`config.mk`:
```
export PLATFORM = sky130hd
export DESIGN_NAME = line_feeder
export DESIGN_NICKNAME = d
export VERILOG_FILES = /design/src/rtl/line_feeder.sv
export SDC_FILE = /design/constraint.sdc
export NUM_CORES = 1
export LEC_CHECK = 0
export ABC_AREA = 1
export BUFFER_PORTS_ARGS = -buffer_cell sky130_fd_sc_hd__buf_2
export CORE_ASPECT_RATIO = 1.1
export CORE_MARGIN = 2
export CORE_UTILIZATION = 45
export DETAILED_ROUTE_END_ITERATION = 6
export PLACE_DENSITY = 0.79
export SLEW_MARGIN = 10
export SYNTH_ARGS = -nofsm -noshare
export SYNTH_HDL_FRONTEND = slang
export SYNTH_SLANG_ARGS = --single-unit
```
`constraint.sdc`:
```
create_clock -name clk -period 2.2 [get_ports clk]
set_clock_uncertainty 0.05 [all_clocks]
set_input_delay 0.22 -clock clk [delete_from_list [all_inputs] [get_ports clk]]
set_output_delay 0.22 -clock clk [all_outputs]
set_load 0.05 [all_outputs]
```
`src/rtl/line_feeder.sv`:
```
// ---------------------------------------------------------------------------
// line_feeder
//   Streams one frame (W x H cells) from a frame memory into a 3-row line
//   buffer and reports which cell currently sits in the buffer's middle tap.
//
//   A pass pushes T = W*H + 2W - 1 words. Indices 0..N-1 are read from frame
//   memory. Indices N..T-1 flush the buffer so the last row reaches the
//   middle tap.
//
//   Optional feature, selected by the macro LINE_FEEDER_WRAP_EN:
//     defined   - flush indices re-read memory rows 0-1 (periodic y boundary)
//     undefined - flush indices push zero words without a memory read
//
// Ports
//   clk          : clock, all state updates on the rising edge
//   reset        : synchronous active-high reset
//   start        : one-cycle pulse, begins a pass (ignored unless idle)
//   hold         : stalls issuing of new indices
//   mem_rd       : frame memory read strobe
//   mem_addr     : frame memory read address
//   mem_rdata    : read data, valid one cycle after mem_rd
//   sr_d         : word pushed into the line buffer
//   sr_en        : active-low push strobe
//   center_valid : middle tap holds cell (center_x, center_y)
//   center_x/y   : coordinates of the middle-tap cell
//   busy         : pass in progress
//   done         : one-cycle pulse with the final center_valid
// ---------------------------------------------------------------------------
module line_feeder #(
    parameter int SCREEN_WIDTH  = 8,
    parameter int SCREEN_HEIGHT = 8,
    parameter int N_BITS        = 15,
    parameter int ADDR_BITS     = 6
) (
    input  logic                             clk,
    input  logic                             reset,
    input  logic                             start,
    input  logic                             hold,
    output logic                             mem_rd,
    output logic [ADDR_BITS-1:0]             mem_addr,
    input  logic [N_BITS-1:0]                mem_rdata,
    output logic [N_BITS-1:0]                sr_d,
    output logic                             sr_en,
    output logic                             center_valid,
    output logic [$clog2(SCREEN_WIDTH)-1:0]  center_x,
    output logic [$clog2(SCREEN_HEIGHT)-1:0] center_y,
    output logic                             busy,
    output logic                             done
);

    localparam int W  = SCREEN_WIDTH;
    localparam int H  = SCREEN_HEIGHT;
    localparam int N  = W * H;
    localparam int T  = N + 2 * W - 1;
    localparam int IB = $clog2(T + 1);
    localparam int XB = $clog2(W);
    localparam int YB = $clog2(H);

    typedef enum logic [2:0] {
        S_IDLE   = 3'd0,
        S_FILL   = 3'd1,
        S_STREAM = 3'd2,
        S_FLUSH  = 3'd3,
        S_DRAIN  = 3'd4
    } state_t;

    state_t          r_state;
    state_t          w_next_state;

    logic [IB-1:0]   r_idx;        // next index to issue
    logic [IB-1:0]   r_pcnt;       // pushes completed so far
    logic            r_push;       // a push happens this cycle
    logic            r_push_mem;   // this cycle's push word comes from memory
    logic            r_cv;
    logic            r_done;
    logic [XB-1:0]   r_cx;
    logic [YB-1:0]   r_cy;

    logic            w_issue;
    logic            w_rd_mem;
    logic [IB-1:0]   w_idx_nxt;
    logic [IB-1:0]   w_addr_full;

    assign w_idx_nxt = r_idx + IB'(1);

    // Index issue qualifier and memory-read decision for the current cycle.
    always_comb begin
        w_issue  = 1'b0;
        w_rd_mem = 1'b0;
        if ((r_state == S_FILL) || (r_state == S_STREAM) || (r_state == S_FLUSH)) begin
            w_issue = ~hold;
        end else begin
            w_issue = 1'b0;
        end
`ifdef LINE_FEEDER_WRAP_EN
        w_rd_mem = w_issue;
`else
        if (r_state == S_FLUSH) begin
            w_rd_mem = 1'b0;
        end else begin
            w_rd_mem = w_issue;
        end
`endif
    end

    // State register.
    always_ff @(posedge clk) begin
        if (reset) begin
            r_state <= S_IDLE;
        end else begin
            r_state <= w_next_state;
        end
    end

    // Next-state logic; phase changes happen on the issue that crosses a boundary.
    always_comb begin
        w_next_state = r_state;
        case (r_state)
            S_IDLE: begin
                if (start) w_next_state = S_FILL;
                else       w_next_state = S_IDLE;
            end
            S_FILL: begin
                if (w_issue && (w_idx_nxt == IB'(2 * W))) w_next_state = S_STREAM;
                else                                       w_next_state = S_FILL;
            end
            S_STREAM: begin
                if (w_issue && (w_idx_nxt == IB'(N))) w_next_state = S_FLUSH;
                else                                   w_next_state = S_STREAM;
            end
            S_FLUSH: begin
                if (w_issue && (w_idx_nxt == IB'(T))) w_next_state = S_DRAIN;
                else                                   w_next_state = S_FLUSH;
            end
            S_DRAIN: begin
                // r_done marks the final center cycle; leave after it.
                if (r_done) w_next_state = S_IDLE;
                else        w_next_state = S_DRAIN;
            end
            default: w_next_state = S_IDLE;
        endcase
    end

    // Output decode.
    always_comb begin
        w_addr_full = r_idx;
        if (r_state == S_FLUSH) begin
            // Flush indices wrap back onto rows 0-1 of the frame.
            w_addr_full = r_idx - IB'(N);
        end else begin
            w_addr_full = r_idx;
        end
        mem_rd       = w_rd_mem;
        mem_addr     = w_rd_mem ? ADDR_BITS'(w_addr_full) : {ADDR_BITS{1'b0}};
        sr_en        = ~r_push;
        sr_d         = (r_push && r_push_mem) ? mem_rdata : {N_BITS{1'b0}};
        busy         = (r_state != S_IDLE);
        center_valid = r_cv;
        done         = r_done;
        center_x     = r_cx;
        center_y     = r_cy;
    end

    // Issue index counter, restarted by an accepted start.
    always_ff @(posedge clk) begin
        if (reset) begin
            r_idx <= {IB{1'b0}};
        end else if ((r_state == S_IDLE) && start) begin
            r_idx <= {IB{1'b0}};
        end else if (w_issue) begin
            r_idx <= w_idx_nxt;
        end else begin
            r_idx <= r_idx;
        end
    end

    // Push pipeline: an issue becomes a push one cycle later.
    always_ff @(posedge clk) begin
        if (reset) begin
            r_push     <= 1'b0;
            r_push_mem <= 1'b0;
            r_pcnt     <= {IB{1'b0}};
        end else begin
            r_push     <= w_issue;
            r_push_mem <= w_rd_mem;
            if ((r_state == S_IDLE) && start) begin
                r_pcnt <= {IB{1'b0}};
            end else if (r_push) begin
                r_pcnt <= r_pcnt + IB'(1);
            end else begin
                r_pcnt <= r_pcnt;
            end
        end
    end

    // Middle-tap tracking: push count k >= 2W makes cell k-2W visible next cycle.
    always_ff @(posedge clk) begin
        if (reset) begin
            r_cv   <= 1'b0;
            r_done <= 1'b0;
            r_cx   <= {XB{1'b0}};
            r_cy   <= {YB{1'b0}};
        end else begin
            r_cv   <= r_push && (r_pcnt >= IB'(2 * W - 1));
            r_done <= r_push && (r_pcnt == IB'(T - 1));
            if (r_push && (r_pcnt == IB'(2 * W - 1))) begin
                r_cx <= {XB{1'b0}};
                r_cy <= {YB{1'b0}};
            end else if (r_push && (r_pcnt > IB'(2 * W - 1))) begin
                if (r_cx == XB'(W - 1)) begin
                    r_cx <= {XB{1'b0}};
                    r_cy <= r_cy + YB'(1);
                end else begin
                    r_cx <= r_cx + XB'(1);
                    r_cy <= r_cy;
                end
            end else begin
                r_cx <= r_cx;
                r_cy <= r_cy;
            end
        end
    end

endmodule

```
==> flow_summary.yaml <==
placement:
  preCtsSetupSlack_ps: 464.9
  io_buffers: 50
  place_congestion: 0.8900
  dp_cells: 329
  place_area_mm2: 0.001871
  hpwl_um: 2528
synth:
  synth_enable_flop_cells: 0
  yosys_warnings: 0
  yosysUniqueCellTypes: 27
  synth_compound_area_frac: 0.1145
  synth_xor_area_frac: 0.01681
  synth_seq_cells: 27
  synthAdderAreaFrac: 0.05604
  syn-cell-area_mm2: 0.001563
  synthMuxAreaShare: 0
  yosys-top-cells-count: "inv_1, nor2_1, nand2_1, dfxtp_1, nand3_1"
  yosysSeqAreaShare: 0.3459
  async_reset_ff_frac: 0
  yosysTopAreaCell: "dfxtp_1"
  synthFlopType: "dfxtp_1"
  synth_top_family_by_area: "simple AND/OR/NAND/NOR gates"
  synth_area_leaders: "dfxtp_1, inv_1, nor2_1"
  syn_inst: 235
  avgSynthCellArea_um2: 6.650
  yosys.area_share.simple: 0.3483
  syn_nets: 261
  synthDominantCellAreaShare: 0.3459
floorplan:
  rows: 22
  core_area_mm2: 0.003331
  die_area_mm2: 0.003960
  die-height_um: 65.81
  pin_count: 51
  fp.dieW_um: 60.19
  initial_utilization: 0.4692
critical_path:
  crit_path_end: "mem_addr[3]"
  critical_path_class: "flip-flop to output port"
  path_cells: "o21ai_2 > nor2_2 > inv_1 > nor2_2 > buf_2"
  reg2reg_setup_slack_ps: 510
  crit_arrival_ps: 1790
  r2r_start: "r_idx[1]"
  crit_path_max_fanout: 14
  worstPathRequired_ps: 1930
  worst_path_most_repeated_cell: "nor2_2"
  ff2ff_path_depth: 12
  start_kind: "flip-flop"
  crit_start: "r_state[0]"
  slowest_delay_ps: 460
  end_kind: "output port"
  cpMaxStageDelayCell: "o21ai_2"
  r2r_end: "r_state[0]"
global_route:
  grt_max_degree: 16
  grt_pass1_wl_um: 5092
  grt_overflow: 0
  grt_antenna_before_repair: 0
  grtUsageTotal: 0.1645
  grt_pass1_vias: 1259
pwr:
  combPwrFrac: 0.116
  seqPwrFrac: 0.620
  p_sw_uw: 213.6
  p_per_area_mw_per_mm2: 425.7
  p_leak_uw: 0.0009539
  p_sw_frac: 0.2638
  p_int_uw: 596.1
  clockPowerShare: 0.264
  vdd.ir_drop.worst_mv: 0.2686
drt:
  first_pass_iters: 4
  vias: 1554
  drc_errors: 0
  viasPerCell: 4.667
  routed_wl_um: 3282
  drtIter0Drc: 35
  ant_nets: 0
  wl_per_cell_um: 9.856
final_layout:
  fin_nets: 312
  area_delta_synth_final_pct: 21.70
  drive_above_1_share: 0.2982
  utilization: 0.5710
  final_cell_area_mm2: 0.001902
  finalNonFillerCells: 333
  antenna_cells: 0
clock_tree:
  root_buffer: "clkbuf_4"
  post_cts_buffers: 0
  cts-hold-fix-buffers: 0
  cts_tree: "built"
  cts_made_buffers: 3
  cts_sinks: 27
  clkLatencyLatePin_ps: 320
  clock_path_buffers: 2
  post_cts_resized: 0
  htree_num_levels: 1
  clkTransAtPathRegs_ps: 150
run:
  drv_cap: 0
sta:
  setup-violations-final: 0
  clock.fmax_mhz: 485.0
  worst_slack_ps: 138.3
  period_needed_ps: 2062
  hold_viol_final: 0
  finalCritPeriodShare: 0.9371
  drv_slew: 0
  rsz0062_at_grt: "false"
  relSlewSlack: 0.6440
  tns_ps: 0
  worst_pin_slew_ps: 533.9
outcome:
  outcome: "finished, final reports clean"
hold_path:
  min-delay-path-class: "input pin to flip-flop"
  hold_start: "reset"
## flip-flops by register name, indices dropped and copies added (netlist names)
signal and flops:
r_state 3, center_y 3, done 1, r_pcnt 7, r_push_mem 1, r_idx 7
r_push 1, center_valid 1, center_x 3
## how the worst min path moves through the flow
stage | end | slack, ps | cells past startpoint
after global placement | done | 400 | 1
final | r_state[0] | 80 | 2
after CTS | r_state[0] | 70 | 2
after floorplan | r_push | 240 | 1
after detailed placement | done | 410 | 1
after global routing | r_push | 80 | 2
## power groups by stage
| stage | logic, uW | registers, uW | clock network, uW |
|---|---|---|---|
| finish | 94.0 | 502 | 214 |
| global route | 106 | 503 | 238 |
| CTS | 94.7 | 502 | 221 |
| detailed placement | 94.2 | 513 | 0 |
| global placement | 93.0 | 512 | 0 |
| floorplan | 65.8 | 510 | 0 |
## final cells by class
type | instances | area [um2]
clock buffer | 4 | 26.28
sequential | 27 | 540.5
timing repair buffer | 50 | 250.2
tap | 48 | 60.06
multi-input combinational | 160 | 859.6
inverter | 44 | 165.2
fill | 306 | 1429
## through the flow
step / hold slack [ps] / power (uW)
after global placement: 401.1 / 605.1
after CTS: 68.78 / 817.5
final: 75.36 / 809.7
after detailed placement: 411.2 / 606.8
after global routing: 77.09 / 846.3
after floorplan: 242.4 / 576.0
## per-layer routing
layer,up-vias,part of all wire,GRT usage
li1,820,-,-
met1,672,0.44,0.2032
met2,58,0.48,0.2908
met3,4,0.069,0.01761
met4,0,0.012,0.05556
met5,-,0,0
## logic make-up (layout without fill, tap and decap cells)
family,count (synthesis),in the layout
AOI/OAI and AO/OA,29,29
xor gates and xnor gates,3,3
adders and majority gates,7,7
buffers and inverters,48,98
DFF,27,27
and+or+nand+nor,121,121
## cells in the final DEF (no fill, tap or decap), types with 7 or more instances in the layout
| master | synthesis | layout |
|---|---|---|
| nor2_2 | 9 | 16 |
| dfxtp_1 | 27 | 27 |
| nor2_1 | 43 | 36 |
| nand3_1 | 14 | 14 |
| o21ai_0 | 8 | 8 |
| ha_1 | 7 | 7 |
| inv_1 | 43 | 43 |
| a21oi_1 | 13 | 13 |
| buf_2 | 1 | 50 |
| nand2_1 | 38 | 38 |
## worst max-delay path, delay by kind of cell, from the launching register on
kind / cells / cell delay (ps)
compound gates: 1 / 460
simple gates: 2 / 140
buf+inv: 2 / 500
flops: 1 / 370
Power figures use the tool's default switching activity.
